--- src/rtl/gcd_result_bcd.sv ---
// Captures the GCD result on the rising edge of done and converts it to packed BCD by
// sequential double-dabble. Optional leading-zero blanking is enabled with GCD_BCD_BLANK_EN.
module gcd_result_bcd #(
  parameter int WIDTH  = 32,
  parameter int DIGITS = 10
) (
  input  logic                  clk,
  input  logic                  rst,
  input  logic                  done,
  input  logic [WIDTH-1:0]      result,
  input  logic                  ERROR,
  output logic [4*DIGITS-1:0]   bcd,
  output logic                  busy,
  output logic                  valid,
  output logic                  valid_pulse,
  output logic                  err_out,
  output logic [DIGITS-1:0]     blank
);

  localparam int BW = 4 * DIGITS;
  localparam int CW = $clog2(WIDTH + 1);

  typedef enum logic {IDLE, CONV} state_t;

  state_t          state, state_next;
  logic            done_d;
  logic            capture;
  logic            last;
  logic [WIDTH-1:0] shift_q;
  logic [BW-1:0]   accum_q;
  logic [BW-1:0]   accum_corr;
  logic [BW-1:0]   accum_next;
  logic [CW-1:0]   cnt_q;

  assign capture = done & ~done_d;
  assign last    = (cnt_q == CW'(WIDTH - 1));
  assign busy    = (state == CONV);

  always_ff @(posedge clk or negedge rst) begin
    if (!rst) state <= IDLE;
    else      state <= state_next;
  end

  // A fresh capture always wins: an ERROR capture abandons any conversion in flight.
  always_comb begin
    state_next = state;
    case (state)
      IDLE:    if (capture && !ERROR) state_next = CONV;
      CONV: begin
        if (capture)   state_next = ERROR ? IDLE : CONV;
        else if (last) state_next = IDLE;
      end
      default: state_next = IDLE;
    endcase
  end

  // Add-3 correction on the pre-shift digits, then shift one operand bit in.
  always_comb begin
    accum_corr = accum_q;
    for (int i = 0; i < DIGITS; i++) begin
      if (accum_q[4*i +: 4] >= 4'd5) accum_corr[4*i +: 4] = accum_q[4*i +: 4] + 4'd3;
    end
    accum_next = {accum_corr[BW-2:0], shift_q[WIDTH-1]};
  end

`ifdef GCD_BCD_BLANK_EN
  logic [DIGITS-1:0] blank_next;
  logic              zero_run;

  always_comb begin
    blank_next = '0;
    zero_run   = 1'b1;
    for (int i = DIGITS - 1; i >= 1; i--) begin
      zero_run      = zero_run & (accum_next[4*i +: 4] == 4'd0);
      blank_next[i] = zero_run;
    end
  end
`else
  assign blank = '0;
`endif

  always_ff @(posedge clk or negedge rst) begin
    if (!rst) begin
      done_d      <= 1'b0;
      shift_q     <= '0;
      accum_q     <= '0;
      cnt_q       <= '0;
      bcd         <= '0;
      valid       <= 1'b0;
      valid_pulse <= 1'b0;
      err_out     <= 1'b0;
`ifdef GCD_BCD_BLANK_EN
      blank       <= '0;
`endif
    end else begin
      done_d      <= done;
      valid_pulse <= 1'b0;
      if (capture && ERROR) begin
        bcd         <= '1;
        err_out     <= 1'b1;
        valid       <= 1'b1;
        valid_pulse <= 1'b1;
        cnt_q       <= '0;
`ifdef GCD_BCD_BLANK_EN
        blank       <= '0;
`endif
      end else if (capture) begin
        shift_q <= result;
        accum_q <= '0;
        cnt_q   <= '0;
        valid   <= 1'b0;
      end else if (state == CONV) begin
        accum_q <= accum_next;
        shift_q <= shift_q << 1;
        cnt_q   <= cnt_q + CW'(1);
        if (last) begin
          bcd         <= accum_next;
          err_out     <= 1'b0;
          valid       <= 1'b1;
          valid_pulse <= 1'b1;
`ifdef GCD_BCD_BLANK_EN
          blank       <= blank_next;
`endif
        end
      end
    end
  end

endmodule

--- config.mk ---
export PLATFORM = sky130hd
export DESIGN_NAME = gcd_result_bcd
export DESIGN_NICKNAME = d
export VERILOG_FILES = /design/src/rtl/gcd_result_bcd.sv
export SDC_FILE = /design/constraint.sdc
export NUM_CORES = 1
export LEC_CHECK = 0
export CAP_MARGIN = 0
export CELL_PAD_IN_SITES_DETAIL_PLACEMENT = 0
export CELL_PAD_IN_SITES_GLOBAL_PLACEMENT = 1
export CORE_MARGIN = 2
export CORE_UTILIZATION = 45
export DETAILED_ROUTE_END_ITERATION = 12
export GPL_TIMING_DRIVEN = 0
export PLACE_DENSITY = 0.82
export SLEW_MARGIN = 5
export SYNTH_ARGS = -nofsm -noshare
export SYNTH_HDL_FRONTEND = slang
export SYNTH_SLANG_ARGS = --single-unit
--- constraint.sdc ---
create_clock -name clk -period 3.25 [get_ports clk]
set_clock_uncertainty 0.05 [all_clocks]
set_input_delay 0.65 -clock clk [delete_from_list [all_inputs] [get_ports clk]]
set_output_delay 0.65 -clock clk [all_outputs]
set_load 0.03 [all_outputs]
[After elaboration in Yosys (flattened, before gate mapping)]
Cells that the tools add are included.
W data, S select, Z words.
Storage, ports and cells
  bits of input ports: 36
  word-level logic and storage cells: 85
  register bits after elaboration: 123
  output and inout bits: 54
Operators by class
  reduce and logical (&&, ||, !) cells: 11
  add/subtract/negate cells: 11
  bitwise gates (word level): 4
  order comparisons: 10
  eq/ne operators: 2
  muxes and demuxes: 38
Operators by type and width (number)
  $mux W40: 6
  $mux W32: 2
  $ge A4 B3 Y1 const B: 10
  $add A4 B2 Y4 const B: 9
  $mux W4: 9
  $mux W6: 3
  $mux W1: 16
  $add A6 B1 Y6 const B: 1
  $eq A6 B5 Y1 const B: 1
  $reduce_bool A2 Y1: 3
  $reduce_bool A3 Y1: 2
  $reduce_and A2 Y1: 2
  $add A3 B2 Y3 const B: 1
  $mux W3: 1
  $not A1 Y1: 3
  $reduce_and A3 Y1: 1
  $logic_and A1 B1 Y1: 2
  $ne A2 B1 Y1 const B: 1
  $pmux W1 S2: 1
  $and A1 B1 Y1: 1
  $logic_not A1 Y1: 1

[Logic depth before layout (Yosys ltp)]
Gate-level depths: netlist of run 1.
  depth after elaboration: 6
  depth in mapped cells: 7
  depth with buffers taken out: 6

[Worst setup path before layout of run 1]
No wires, ideal clock.
  path type: in2reg
  start point: in done
  end point: reg bcd[0]
  arrival time: 1.726 ns
  buffers on the path: 2
  library setup time: 0.121 ns
  stages on the path: 6
  data required time: 3.079 ns
  path slack: 1.353 ns
  cells stage by stage: nor2b_1 -> or4b_4 -> buf_6 -> buf_6 -> nor2_1 -> a21oi_1
Between the ends
  longest elaborated chain between the ends: 4
  elaborated cells on any way between the ends: 7
  classes of those cells: eq/ne: 1; mux: 1; bitwise: 1; reduce/logical: 4
Ends and longest elaborated chain
  start, declared: RTL line 9  | input logic done,
  $and A1 B1 Y1 *: RTL line 35  | assign capture = done & ~done_d;
  $logic_and A1 B1 Y1: RTL line 98  | if (capture && ERROR) begin
  $ne A2 B1 Y1 (no source line) / $reduce_bool A2 Y1 (equally long branches)
  $reduce_and A3 Y1 (no source line)
  end signal, assigned: RTL line 117  | bcd <= accum_next;
  end, declared: RTL line 12  | output logic [4*DIGITS-1:0] bcd,
Mark *: on every way between the ends. The rest lies on a longest branch, timed or not.
A chain may end at the register's enable or synchronous reset.

[Final worst setup path of run 1]
  start point: in done
  end point: reg shift_q[17]
Between the ends
  longest elaborated chain between the ends: 4
  elaborated cells on any way between the ends: 6
  classes of those cells: mux: 1; bitwise: 2; reduce/logical: 3
Ends and longest elaborated chain
  $and A1 B1 Y1 *: RTL line 35
  $logic_and A1 B1 Y1: RTL line 98
  $not A1 Y1 (no source line)
  $reduce_and A2 Y1 (no source line)
  end signal, assigned: RTL line 108  | shift_q <= result;
  end signal, assigned: RTL line 114  | shift_q <= shift_q << 1;
  end, declared: RTL line 29  | logic [WIDTH-1:0] shift_q;
Marks and branches as above.

==> impl_metrics.csv, run 1 <==
group,metric,value,unit
outcome,status,"complete, no violations",
global_route,grt_max_degree,75,
die,coreArea,12700,sq um
cts,clk_pin_slew,0.05,ns
timing,min_period_over_period,0.682,
cts,cts_tree,"done",
timing,fin_crit,2.22,ns
timing,max_freq,451,MHz
global_route,track_usage,0.190,
power_and_ir_drop,p_seq_frac,0.426,
cts,htreeDepth,4,
die,die_width,118,um
timing,setup_violations,0,
cells_and_area,finalNetCount,746,
setup_path,path_cells,"clkdlybuf4s50_1 > nand2b_1 > a21oi_1 > buf_2 > clkbuf_1 > nand2_1 > o21ai_0",
die,rows,41,
cells_and_area,multi_input_area,2480,sq um
hold_path,hold_class,"input pin to asynchronous set/reset pin",
global_route,met2_usage,0.337,
power_and_ir_drop,leakage,3.06,nW
setup_path,cp_num_buf_inv,3,
setup_path,cp.arrival,2.50,ns
global_route,grt_overflow_total,0,
cts,cts_buffers,17,
cts,ctsHoldBuffers,0,
yosys,synth-edff-count,0,
global_route,grt_pass1_wl,21300,um
route,wl_per_cell,14.4,um
power_and_ir_drop,ir_worst_vdd,0.330,mV
yosys,netlist_area,5880,sq um
power_and_ir_drop,p_int,3.25,mW
cts,cts_setup_buffers,0,
cells_and_area,drive_gt1_frac,0.115,
cells_and_area,area_delta_synth_final,27.9,%
global_route,grt_pass1_vias,4626,
yosys,synth-main-ff-cell,"dfrtp_1",
power_and_ir_drop,combinationalPowerShare,0.176,
route,drt_iter0_drc,226,
power_and_ir_drop,power_density,599,nW/um^2
cells_and_area,final_common_cell,"dfrtp_1",
timing,rsz0062_at_grt,"no",
yosys,synth_top_cell_area_share,0.523,
global_route,antenna_found_initial,0,
cells_and_area,layout_common_cells,"dfrtp_1, o21ai_0, clkdlybuf4s50_1",
placed_design,dp.cells,842,
cts,cts.path.max_buffers,2,
power_and_ir_drop,switching_share,0.279,
setup_path,critPathTopFamily,"buffers and inverters",
cts,clock_sinks,123,
yosys,synth.largest_area_cell,"dfrtp_1",
placed_design,io_buffers,79,
yosys,synth_cells,581,
yosys,ys_warn_count,0,
setup_path,path_class,"input pin to flop",
timing,worst_slack,1.03,ns
route,route.vias.total,4511,
power_and_ir_drop,power,4.50,mW
die,design.die.area,14000,sq um
die,ios,90,
yosys,ys_seq_elements,123,
route,vias_per_cell,5.16,
yosys,synthDistinctLibCells,32,
setup_path,slowest_delay,0.51,ns
die,initial_core_util,0.464,
power_and_ir_drop,p_sw,1.25,mW
setup_path,crit_path_end_kind,"flop",
route,ant_nets,0,
cts,clock_latency,0.41,ns
setup_path,critical_path.startpoint_type,"input pin",
placed_design,routabilityCongestion,0.784,
power_and_ir_drop,clkPwrFrac,0.398,
flow_run,maxCapViolations,0,
cts,post_cts_resized,0,
yosys,syn_area_per_cell,10.1,sq um
die,die_height,118,um
yosys,async_reset_ff_frac,1.00,
setup_path,critPathSlowestCell,"clkdlybuf4s50_1",
global_route,grt-busiest-layer,"met2",
global_route,grtUsageMet3,0.0565,
route,wl,12600,um
setup_path,cp.depth,7,
yosys,synth_area_leaders,"dfrtp_1, o21ai_0, mux2i_1",
timing,drv_slew,0,
yosys,synth_seq_area_share,0.523,
cells_and_area,fin_cells,874,
setup_path,rr_worst_depth,6,
timing,hold_viol,0,
setup_path,crit_required,3.53,ns
cts,cts-root-buf,"clkbuf_16",
placed_design,dp.final_hpwl,9050,um
global_route,use_met1,0.210,
cells_and_area,seq_area,3080,sq um
route,drt-pass1-iter-count,6,
route,drc,0,
placed_design,place_ws,0.593,ns
cells_and_area,n_antenna_cell,0,
cells_and_area,fill_cells,1147,
setup_path,cp_max_fo,10,
## worst register-to-register path, cell delays in order, from the launching register on
cell      delay (ns)
dfrtp_1         0.40
clkbuf_1        0.25
a21oi_1         0.37
buf_2           0.30
clkbuf_1        0.37
nand2_1         0.10
o21ai_0         0.09
## worst paths after layout
check                              endpoint  slack [ns]        start
worst max-delay path            shift_q[17]        1.03         done
worst min-delay path                 bcd[9]        0.11          rst
worst max register to register  shift_q[17]        1.24         busy
worst min register to register  shift_q[29]        0.43  shift_q[29]
max in group asynchronous        shift_q[4]        2.30          rst
min in group clk                shift_q[29]        0.43  shift_q[29]
## logic make-up after synthesis
logic type               Yosys count  synth area share
other                              1          0.000638
multiplexers                      42            0.0736
adder cells (fa/ha/maj)           21            0.0447
AND/OR/NAND/NOR                  122             0.101
XOR/XNOR                          14            0.0209
flip-flops                       123             0.523
buffers and inverters             63            0.0613
AO/OA/AOI/OAI                    195             0.174
## layer usage
layer | share of wire | up-vias
li1 | - | 2205
met1 | 0.42 | 2195
met2 | 0.51 | 88
met3 | 0.053 | 23
met4 | 0.023 | 0
met5 | 0 | -
## flip-flops by register name, summed over array words and instances, names as in the netlist
| name | cells |
|---|---|
| err_out | 1 |
| bcd | 40 |
| valid | 1 |
| valid_pulse | 1 |
| accum_q | 40 |
| busy | 1 |
| cnt_q | 6 |
| shift_q | 32 |
| done_d | 1 |
## cells in the mapped netlist, types with 2 or more instances
library cell / instances
nor3b_1: 20
o21ai_2: 9
xnor2_1: 11
a21oi_1: 32
buf_6: 9
buf_4: 12
dfrtp_1: 123
nand4_1: 2
o21ai_0: 111
mux2_2: 10
o21ai_1: 38
ha_1: 21
inv_1: 20
mux2i_1: 32
nand2b_1: 13
nor2_1: 9
buf_2: 9
nand2_1: 72
clkbuf_1: 13
xor2_1: 3
## stage by stage
step | util | hold WS, ns | TNS, ns | area (sq um)
final | 0.593 | 0.110 | 0 | 7520
after floorplan | - | 0.304 | 0 | 5910
after global routing | 0.593 | 0.154 | 0 | 7520
after CTS | 0.593 | 0.135 | 0 | 7520
after global placement | 0.546 | 0.415 | -415.72 | 6920
after detailed placement | 0.548 | 0.420 | 0 | 6950
## power by group through the flow
| stage | sequential (mW) | combinational [mW] | clock [mW] |
|---|---|---|---|
| 6_report | 1.92 | 0.791 | 1.79 |
| 5_1_grt | 1.95 | 0.910 | 1.91 |
| 4_1_cts | 1.92 | 0.805 | 1.83 |
| 3_5_place_dp | 1.94 | 0.801 | 0 |
| 3_3_place_gp | 1.93 | 0.761 | 0 |
| 2_1_floorplan | 1.91 | 0.567 | 0 |
## area by class of cell
class	count	share of cell area
multi-input combinational	404	0.329
clock buffer	26	0.0677
clock inverter	6	0.00799
timing repair buffer	80	0.109
tap	172	0.0286
sequential	123	0.409
buffer	43	0.0379
inverter	20	0.00999
Note: power is estimated with default switching activity, not from simulation.
==> inputs of run 2 (changes only) <==
Settings changed: CORE_UTILIZATION 45 to 38, PLACE_DENSITY 0.82 to 0.73.
Clock period 3.25 ns to 1.8 ns, I/O delays scaled along.
==> impl_metrics.csv, run 2 (synthesized netlist as in run 1, its figures left out) <==
group,metric,value,unit
cells_and_area,final_common_cell,"dfrtp_1",
setup_path,critPathSlowestCell,"or4b_4",
setup_path,path_class,"input pin to flop",
outcome,status,"complete, no violations",
cts,clk_pin_slew,0.05,ns
global_route,use_met1,0.203,
setup_path,crit_path_end_kind,"flop",
timing,fin_crit,1.78,ns
timing,slew_headroom,0.663,
timing,min_period_over_period,0.987,
route,wl,13000,um
cells_and_area,fin_cells,894,
global_route,grt_pass1_wl,21700,um
setup_path,cp_max_fo,10,
setup_path,reg2reg_to,"bcd[24]",
cells_and_area,layout_common_cells,"dfrtp_1, o21ai_0, nand2_1",
cts,cts.path.max_buffers,2,
setup_path,worstReg2RegStart,"cnt_q[0]",
placed_design,io_buffers,79,
setup_path,cp_num_buf_inv,3,
global_route,grt_max_degree,82,
timing,tightest_slew,0.506,ns
global_route,track_usage,0.166,
placed_design,routabilityCongestion,0.779,
setup_path,rr_worst_depth,7,
placed_design,dp.final_hpwl,9160,um
power_and_ir_drop,p_int,5.90,mW
cts,cts_tree,"done",
power_and_ir_drop,leakage,3.05,nW
die,coreArea,15100,sq um
die,ios,90,
route,wl_per_cell,14.6,um
die,die_width,128,um
timing,max_freq,563,MHz
route,drc,0,
cells_and_area,final_core_util,0.501,
die,initial_core_util,0.388,
flow_run,maxCapViolations,0,
cts,clock_sinks,123,
cts,cts-root-buf,"clkbuf_16",
placed_design,dp.cells,858,
route,drt-pass1-iter-count,7,
setup_path,critPathTopFamily,"buffers and inverters",
timing,hold_viol,0,
timing,rsz0062_at_grt,"yes",
cells_and_area,area_delta_synth_final,29.1,%
setup_path,rrSetupSlack,0.03,ns
setup_path,slowest_delay,0.55,ns
die,die_height,128,um
route,route.vias.total,4518,
cts,cts_buffers,17,
die,rows,45,
setup_path,path_cells,"clkdlybuf4s50_1 > nor2b_2 > or4b_4 > buf_12 > buf_6 > o21ai_0 > o21ai_1",
route,vias_per_cell,5.05,
power_and_ir_drop,power_density,1090,nW/um^2
power_and_ir_drop,switching_share,0.285,
power_and_ir_drop,clkPwrFrac,0.390,
hold_path,hold_class,"input pin to asynchronous set/reset pin",
cts,clock_latency,0.41,ns
global_route,grt-busiest-layer,"met2",
cells_and_area,largestRegisters,"accum_q: 40 flops, bcd: 40 flops, shift_q: 32 flops",
power_and_ir_drop,combinationalPowerShare,0.190,
timing,setup_violations,0,
cells_and_area,drive_gt1_frac,0.147,
cells_and_area,n_antenna_cell,0,
global_route,grtUsageMet3,0.0632,
die,design.die.area,16500,sq um
setup_path,cp.arrival,2.02,ns
setup_path,crit_required,2.04,ns
global_route,antenna_found_initial,0,
power_and_ir_drop,p_sw,2.35,mW
route,drt_iter0_drc,201,
cells_and_area,finalNetCount,751,
global_route,met2_usage,0.273,
global_route,grt_pass1_vias,4519,
global_route,grt_overflow_total,0,
cts,htreeDepth,4,
timing,drv_slew,0,
power_and_ir_drop,p_seq_frac,0.420,
route,ant_nets,0,
timing,fin_tns_setup,0,ns
power_and_ir_drop,power,8.24,mW
setup_path,critical_path.startpoint_type,"input pin",
power_and_ir_drop,ir_worst_vdd,0.767,mV
run 2: changes by cell type in the layout (fill, tap and decap cells not counted), moves of 6 or more:
cell / before / now
a21oi_1: 32 / 25
o21ai_0: 111 / 93
a21oi_2: 0 / 6
o21ai_1: 38 / 53
dlygate4sd2_1: 0 / 44
clkdlybuf4s50_1: 78 / 34
run 2: timing repair:
item,4_1_cts,5_1_grt
hold endpoints to repair,42,0
gates resized for setup,51,41
setup endpoints to repair,154,109
pin swaps,0,1
buffers inserted,2,2
hold buffers,1,0
run 2: how the worst max path moves through the flow:
stage	slack, ns	endpoint	start	cells after the start
floorplan	0.10	shift_q[11]	busy	6
global placement	-4.65	shift_q[11]	rst	1
detailed placement	-0.56	shift_q[19]	done	7
CTS	0.01	bcd[0]	cnt_q[0]	7
global route	-0.04	bcd[20]	cnt_q[1]	7
finish	0.02	bcd[24]	done	7
run 2: area by class of cell:
cell class                      count  area (sq um)
Timing Repair Buffer               85           805
Clock inverter                     10           100
Fill cell                        1417          7560
Tap cell                          188           235
Multi-Input combinational cell    404          2530
Sequential cell                   123          3080
Clock buffer                       21           450
Buffer                             43           312
Inverter                           20          75.1
run 2: power by group through the flow:
stage / logic (mW) / registers (mW) / clock network, mW
final: 1.56 / 3.46 / 3.22
after global routing: 1.77 / 3.53 / 3.43
after detailed placement: 1.47 / 3.50 / 0
after CTS: 1.51 / 3.45 / 3.29
after floorplan: 1.02 / 3.44 / 0
after global placement: 1.39 / 3.49 / 0
run 2: worst register-to-register path, delay by kind of cell (launching register included):
family | cells | cell delay (ns)
AO/OA/AOI/OAI | 2 | 0.16
adder cells (fa/ha/maj) | 1 | 0.20
buffers and inverters | 2 | 0.31
flip-flops | 1 | 0.35
AND/OR/NAND/NOR | 2 | 0.58
run 2: metrics by stage:
step,worst slack [ns],hold slack [ns],area [sq um]
finish,0.0229,0.390,7590
CTS,0.0138,0.389,7500
detailed placement,-0.559,0.266,6970
global route,-0.0439,0.400,7590
global placement,-4.65,0.412,6940
floorplan,0.103,0.0144,5910
run 2: routing by layer:
metal,wire length [um],share of wire,vias to the layer above
met2,6270,0.48,92
met1,5770,0.44,2199
met3,842,0.065,15
li1,-,-,2212
met5,0,0,-
met4,147,0.011,0
==> variant 1 (flow settings as in run 2) <==
Change the parameter `WIDTH` from 32 to 16.
--- a/src/rtl/gcd_result_bcd.sv
+++ b/src/rtl/gcd_result_bcd.sv
@@ -3,3 +3,3 @@
 module gcd_result_bcd #(
-  parameter int WIDTH  = 32,
+  parameter int WIDTH  = 16,
   parameter int DIGITS = 10
Ports: changed (resized result); port bits go from 90 to 74. No check against the original RTL was run, so the function may have changed too.
==> variant 1 against run 2 <==
Core utilization shrank 0.14 points; sequential power decreased by 4%; synthesized area shrank 14%; wire length shrank 2.6%; cell count fell by 17%; sequential cell count shrank 17; hold slack worse by 23 ps; sequential share of layout area decreased by 0.15 points; global-route usage rose by 1.9 points; power shrank 7.8%; first-iteration DRC count rose by 5.0%; final area fell by 14%; worst setup slack gained 13 ps; largest cell class unchanged; highest routed layer unchanged.
==> variant 1: results (changes against run 2) <==
sequential-to-total area share from yosys stat=52.4% (+0.057 points); Max stage delay on crit path=660 ps (+110 ps); CP startpoint=bcd[2]; drt wl/cell=17.2 um (+18%); Worst Path Arrival=1350 ps (-670 ps); top flop regs=accum_q: 40 flops, bcd: 40 flops, shift_q: 16 flops; GPL Wtd Cong=0.781 (+0.22%); Critical R2R Capture=bcd[33]; Clock Latency Late Sink=350 ps (-60 ps); via/cell ratio=5.26 (+4.2%); wl on met1=5.79 mm (+0.33%); DP Wirelength=8.29 mm (-9.4%); placed cells=716 (-17%); Hold Slack=367 ps (-22.8 ps); IO buf count=63 (-20%); status=finished clean; Setup WS pre-CTS=-427 ps (+131 ps); CP max-delay cell=clkdlybuf4s50_1; first-pass GRT wire length=20.3 mm (-6.2%); number of H-tree levels=3 (-1); initial drt markers=211 (+5.0%); ratio of cells with drive above 1 in the final layout=17.1% (+2.4 points); crit path capture=bcd[2]; worst setup margin=35.9 ps (+13.0 ps); synth unique cells=33 (+3.1%); Max FO, Critical Path=2 (-8); Psw=2.67 mW (+14%); GRT Total Usage=18.5% (+1.9 points); placed cell areas=5980 sq um (-14%); leakage=2.59 nW (-15%); synth cell count leaders=106 x dfrtp_1, 45 x nand2_1, 30 x a21oi_1; largest vdd supply drop=0.464 mV (-39%); Avg Inst Size Synth=10.8 sq um (+7.1%)
## variant 1: repair_timing
action,CTS,global route
gates cloned,1,2
hold buffers,1,0
pin swaps,0,4
hold endpoints to repair,20,0
resized for setup,46,67
setup buffers,0,5
setup endpoints to repair,63,109
## variant 1: cell families (layout without fill, tap and decap cells)
logic type               after synthesis  after routing  synth area share, %
AO/OA/AOI/OAI                        149            149                 20.8
flip-flops                           106            106                 52.4
AND/OR/NAND/NOR                      102            102                 9.74
buffers and inverters                 59            145                 5.81
adder cells (fa/ha/maj)               23             23                 5.68
multiplexers                          14             14                 3.26
XOR/XNOR                              13             13                 2.25
other                                  1             10               0.0741
## variant 1: worst reg2reg max path, delay by kind of cell (launching register included)
| kind | cells | cell delay, ps |
|---|---|---|
| buf+inv | 1 | 200 |
| flops | 1 | 380 |
| fa+ha+maj | 2 | 370 |
| compound gates | 2 | 330 |
| simple gates | 2 | 280 |
## variant 1: per-layer routing
metal / track usage, % / vias to the layer above
met5: 0 / -
li1: - / 1844
met4: 7.43 / 0
met1: 25.6 / 1924
met2: 29.0 / 101
met3: 3.16 / 16
## variant 1: cell type report
class	instances	area, sq um	area share (%)
sequential	106	2650	40.4
multi-input combinational	311	2300	35.0
timing repair buffer	73	781	11.9
buffer	36	284	4.33
clock buffer	12	236	3.60
tap	176	220	3.35
inverter	23	86.3	1.32
clock inverter	1	5.00	0.0762
## variant 1: power by group through the flow
stage,logic (mW),clock network [mW],registers [mW]
2_1_floorplan,1.71,0,3.25
3_3_place_gp,2.20,0,3.32
3_5_place_dp,2.30,0,3.34
4_1_cts,2.33,1.77,3.31
5_1_grt,2.88,1.86,3.41
6_report,2.55,1.72,3.33
==> variant 2 (config.mk and constraints of run 2) <==
Made on the original files. One comparison of `cnt_q` changes from == to >=.
--- a/src/rtl/gcd_result_bcd.sv
+++ b/src/rtl/gcd_result_bcd.sv
@@ -35,3 +35,3 @@
   assign capture = done & ~done_d;
-  assign last    = (cnt_q == CW'(WIDTH - 1));
+  assign last    = (cnt_q >= CW'(WIDTH - 1));
   assign busy    = (state == CONV);
Check against the original RTL: same outputs for any inputs over 4 cycles, from zero or initial values and one cycle with rst low; that may be too few to reach the edited logic, so the function may still have changed.
==> variant 2 against run 2 <==
Final area up 1.1%; global-route usage up 1.9 points; power down 0.95%; sequential cell count unchanged; wire length up 9.6%; worst setup slack better by 79 ps; die area up 0.84%; critical endpoint is now accum_q[34]; synthesized area up 0.87%.
==> variant 2: results (changes against run 2) <==
status=finished clean; antenna cell count=0 (unchanged); number of H-tree levels=4 (unchanged); top flop regs=accum_q: 40 flops, bcd: 40 flops, shift_q: 32 flops; initial drt markers=300 (+49%); GRT Total Usage=18.5% (+1.9 points); CTS clk-pin slew, worst paths=50 ps (about the same); final hold vios=0 (unchanged); ys async rst share=100% (unchanged); wl on met1=6.23 mm (+7.9%); top layer used by detailed routing=met4; IO buf count=79 (unchanged); initial antenna violation count=0 (unchanged); cts bufs inserted=17 (unchanged); Worst Path Arrival=1980 ps (-40 ps); sequential-to-total area share from yosys stat=51.9% (-0.45 points); ratio of cells with drive above 1 in the final layout=12.8% (-1.9 points); total number of vias=4590 (+1.6%); largest net degree at the start of global routing=87 (+6.1%); leakage=3.14 nW (+3.1%); metal2 WL=6.98 mm (+11%); synth unique cells=31 (-3.1%); worst-margin pin slew=662 ps (+156 ps); first-pass GRT wire length=23.4 mm (+8.2%); Final nets=762 (+1.5%); Root Driver=clkbuf_16; synth warn=0 (unchanged); synth cell count leaders=123 x dfrtp_1, 86 x nand2_1, 84 x o21ai_0; DP Wirelength=9.94 mm (+8.5%); Clock Latency Late Sink=410 ps (about the same); GPL Wtd Cong=0.796 (+2.2%); Psw=2.22 mW (-5.3%); synth top area cells=dfrtp_1 52%, o21ai_0 7.1%, nand2_1 5.4%; Max FO, Critical Path=4 (-6); worst r2r path cells=6 (-1); largest vdd supply drop=0.642 mV (-16%); clock buffer depth=2 (unchanged); total iterations of the first detailed-routing run=4 (-3); drt wl/cell=15.8 um (+8.2%); Worst Hold Class=input pin to asynchronous set/reset pin; wire length on met3=889 um (+5.6%)
## variant 2: cell count changes in the layout (fill, tap and decap cells not counted), moves of 10 or more
cell      before  now
a21oi_1       25   42
nor2_1         8   20
o211ai_1       0   10
o21ai_1       53   14
o21ai_2       12    0
nor3_1         0   10
nand2_1       72   86
## variant 2: power by group through the flow
stage	Sequential (mW)	Clock [mW]	Combinational [mW]
floorplan	3.42	0	0.939
global placement	3.46	0	1.30
detailed placement	3.48	0	1.36
CTS	3.43	3.41	1.36
global route	3.50	3.56	1.59
finish	3.44	3.33	1.40
## variant 2: cell type report
type	count	area, sq um
buffer	43	313
timing repair buffer	85	805
tap	188	235
fill	1451	7530
clock inverter	8	90.1
multi-input combinational	414	2580
clock buffer	24	492
sequential	123	3080
inverter	21	78.8
## variant 2: per-layer routing
layer | up-vias | track usage [%]
li1 | 2256 | -
met5 | - | 0
met1 | 2213 | 22.8
met4 | 0 | 4.92
met2 | 107 | 31.0
met3 | 14 | 6.57
## variant 2: kinds of logic after synthesis
logic type	count (synthesis)	synth area share, %
compound gates	171	15.5
xor+xnor	15	2.21
fa+ha+maj	21	4.43
buf+inv	64	6.18
flops	123	51.9
mux	43	7.68
other cells	1	0.0632
simple gates	154	12.0
## variant 2: worst paths after layout
path,start,end,slack (ps)
min reg2reg,err_out,err_out,430
max in group asynchronous,rst,shift_q[6],570
min,rst,accum_q[25],370
min in group clk,done,done_d,410
max,accum_q[32],accum_q[34],100
max reg2reg,accum_q[32],accum_q[34],100
## variant 2: metrics by stage
step / worst slack [ps] / instances / instance area (sq um) / hold slack (ps) / TNS, ps
floorplan: 207 / 601 / 5970 / 14.4 / 0
global placement: -4600 / 868 / 6990 / 412 / -590690
detailed placement: -471 / 869 / 7020 / 240 / -30080
CTS: 27.2 / 903 / 7590 / 380 / 0
global route: 10.1 / 906 / 7670 / 394 / 0
finish: 102 / 906 / 7670 / 371 / 0
## variant 2: timing repair
item                       4_1_cts  5_1_grt
buffers inserted                 1        3
gates resized for setup         52       19
hold endpoints to repair        37        0
pin swaps                        1        1
hold buffers                     1        0
setup endpoints to repair       75       38
## variant 2: critical path: stages (launching register included)
cell and delay, ps:
dfrtp_1 410, inv_1 100, ha_1 200, nand2b_1 80, a21oi_1 260, mux2_2 380, o21ai_0 150
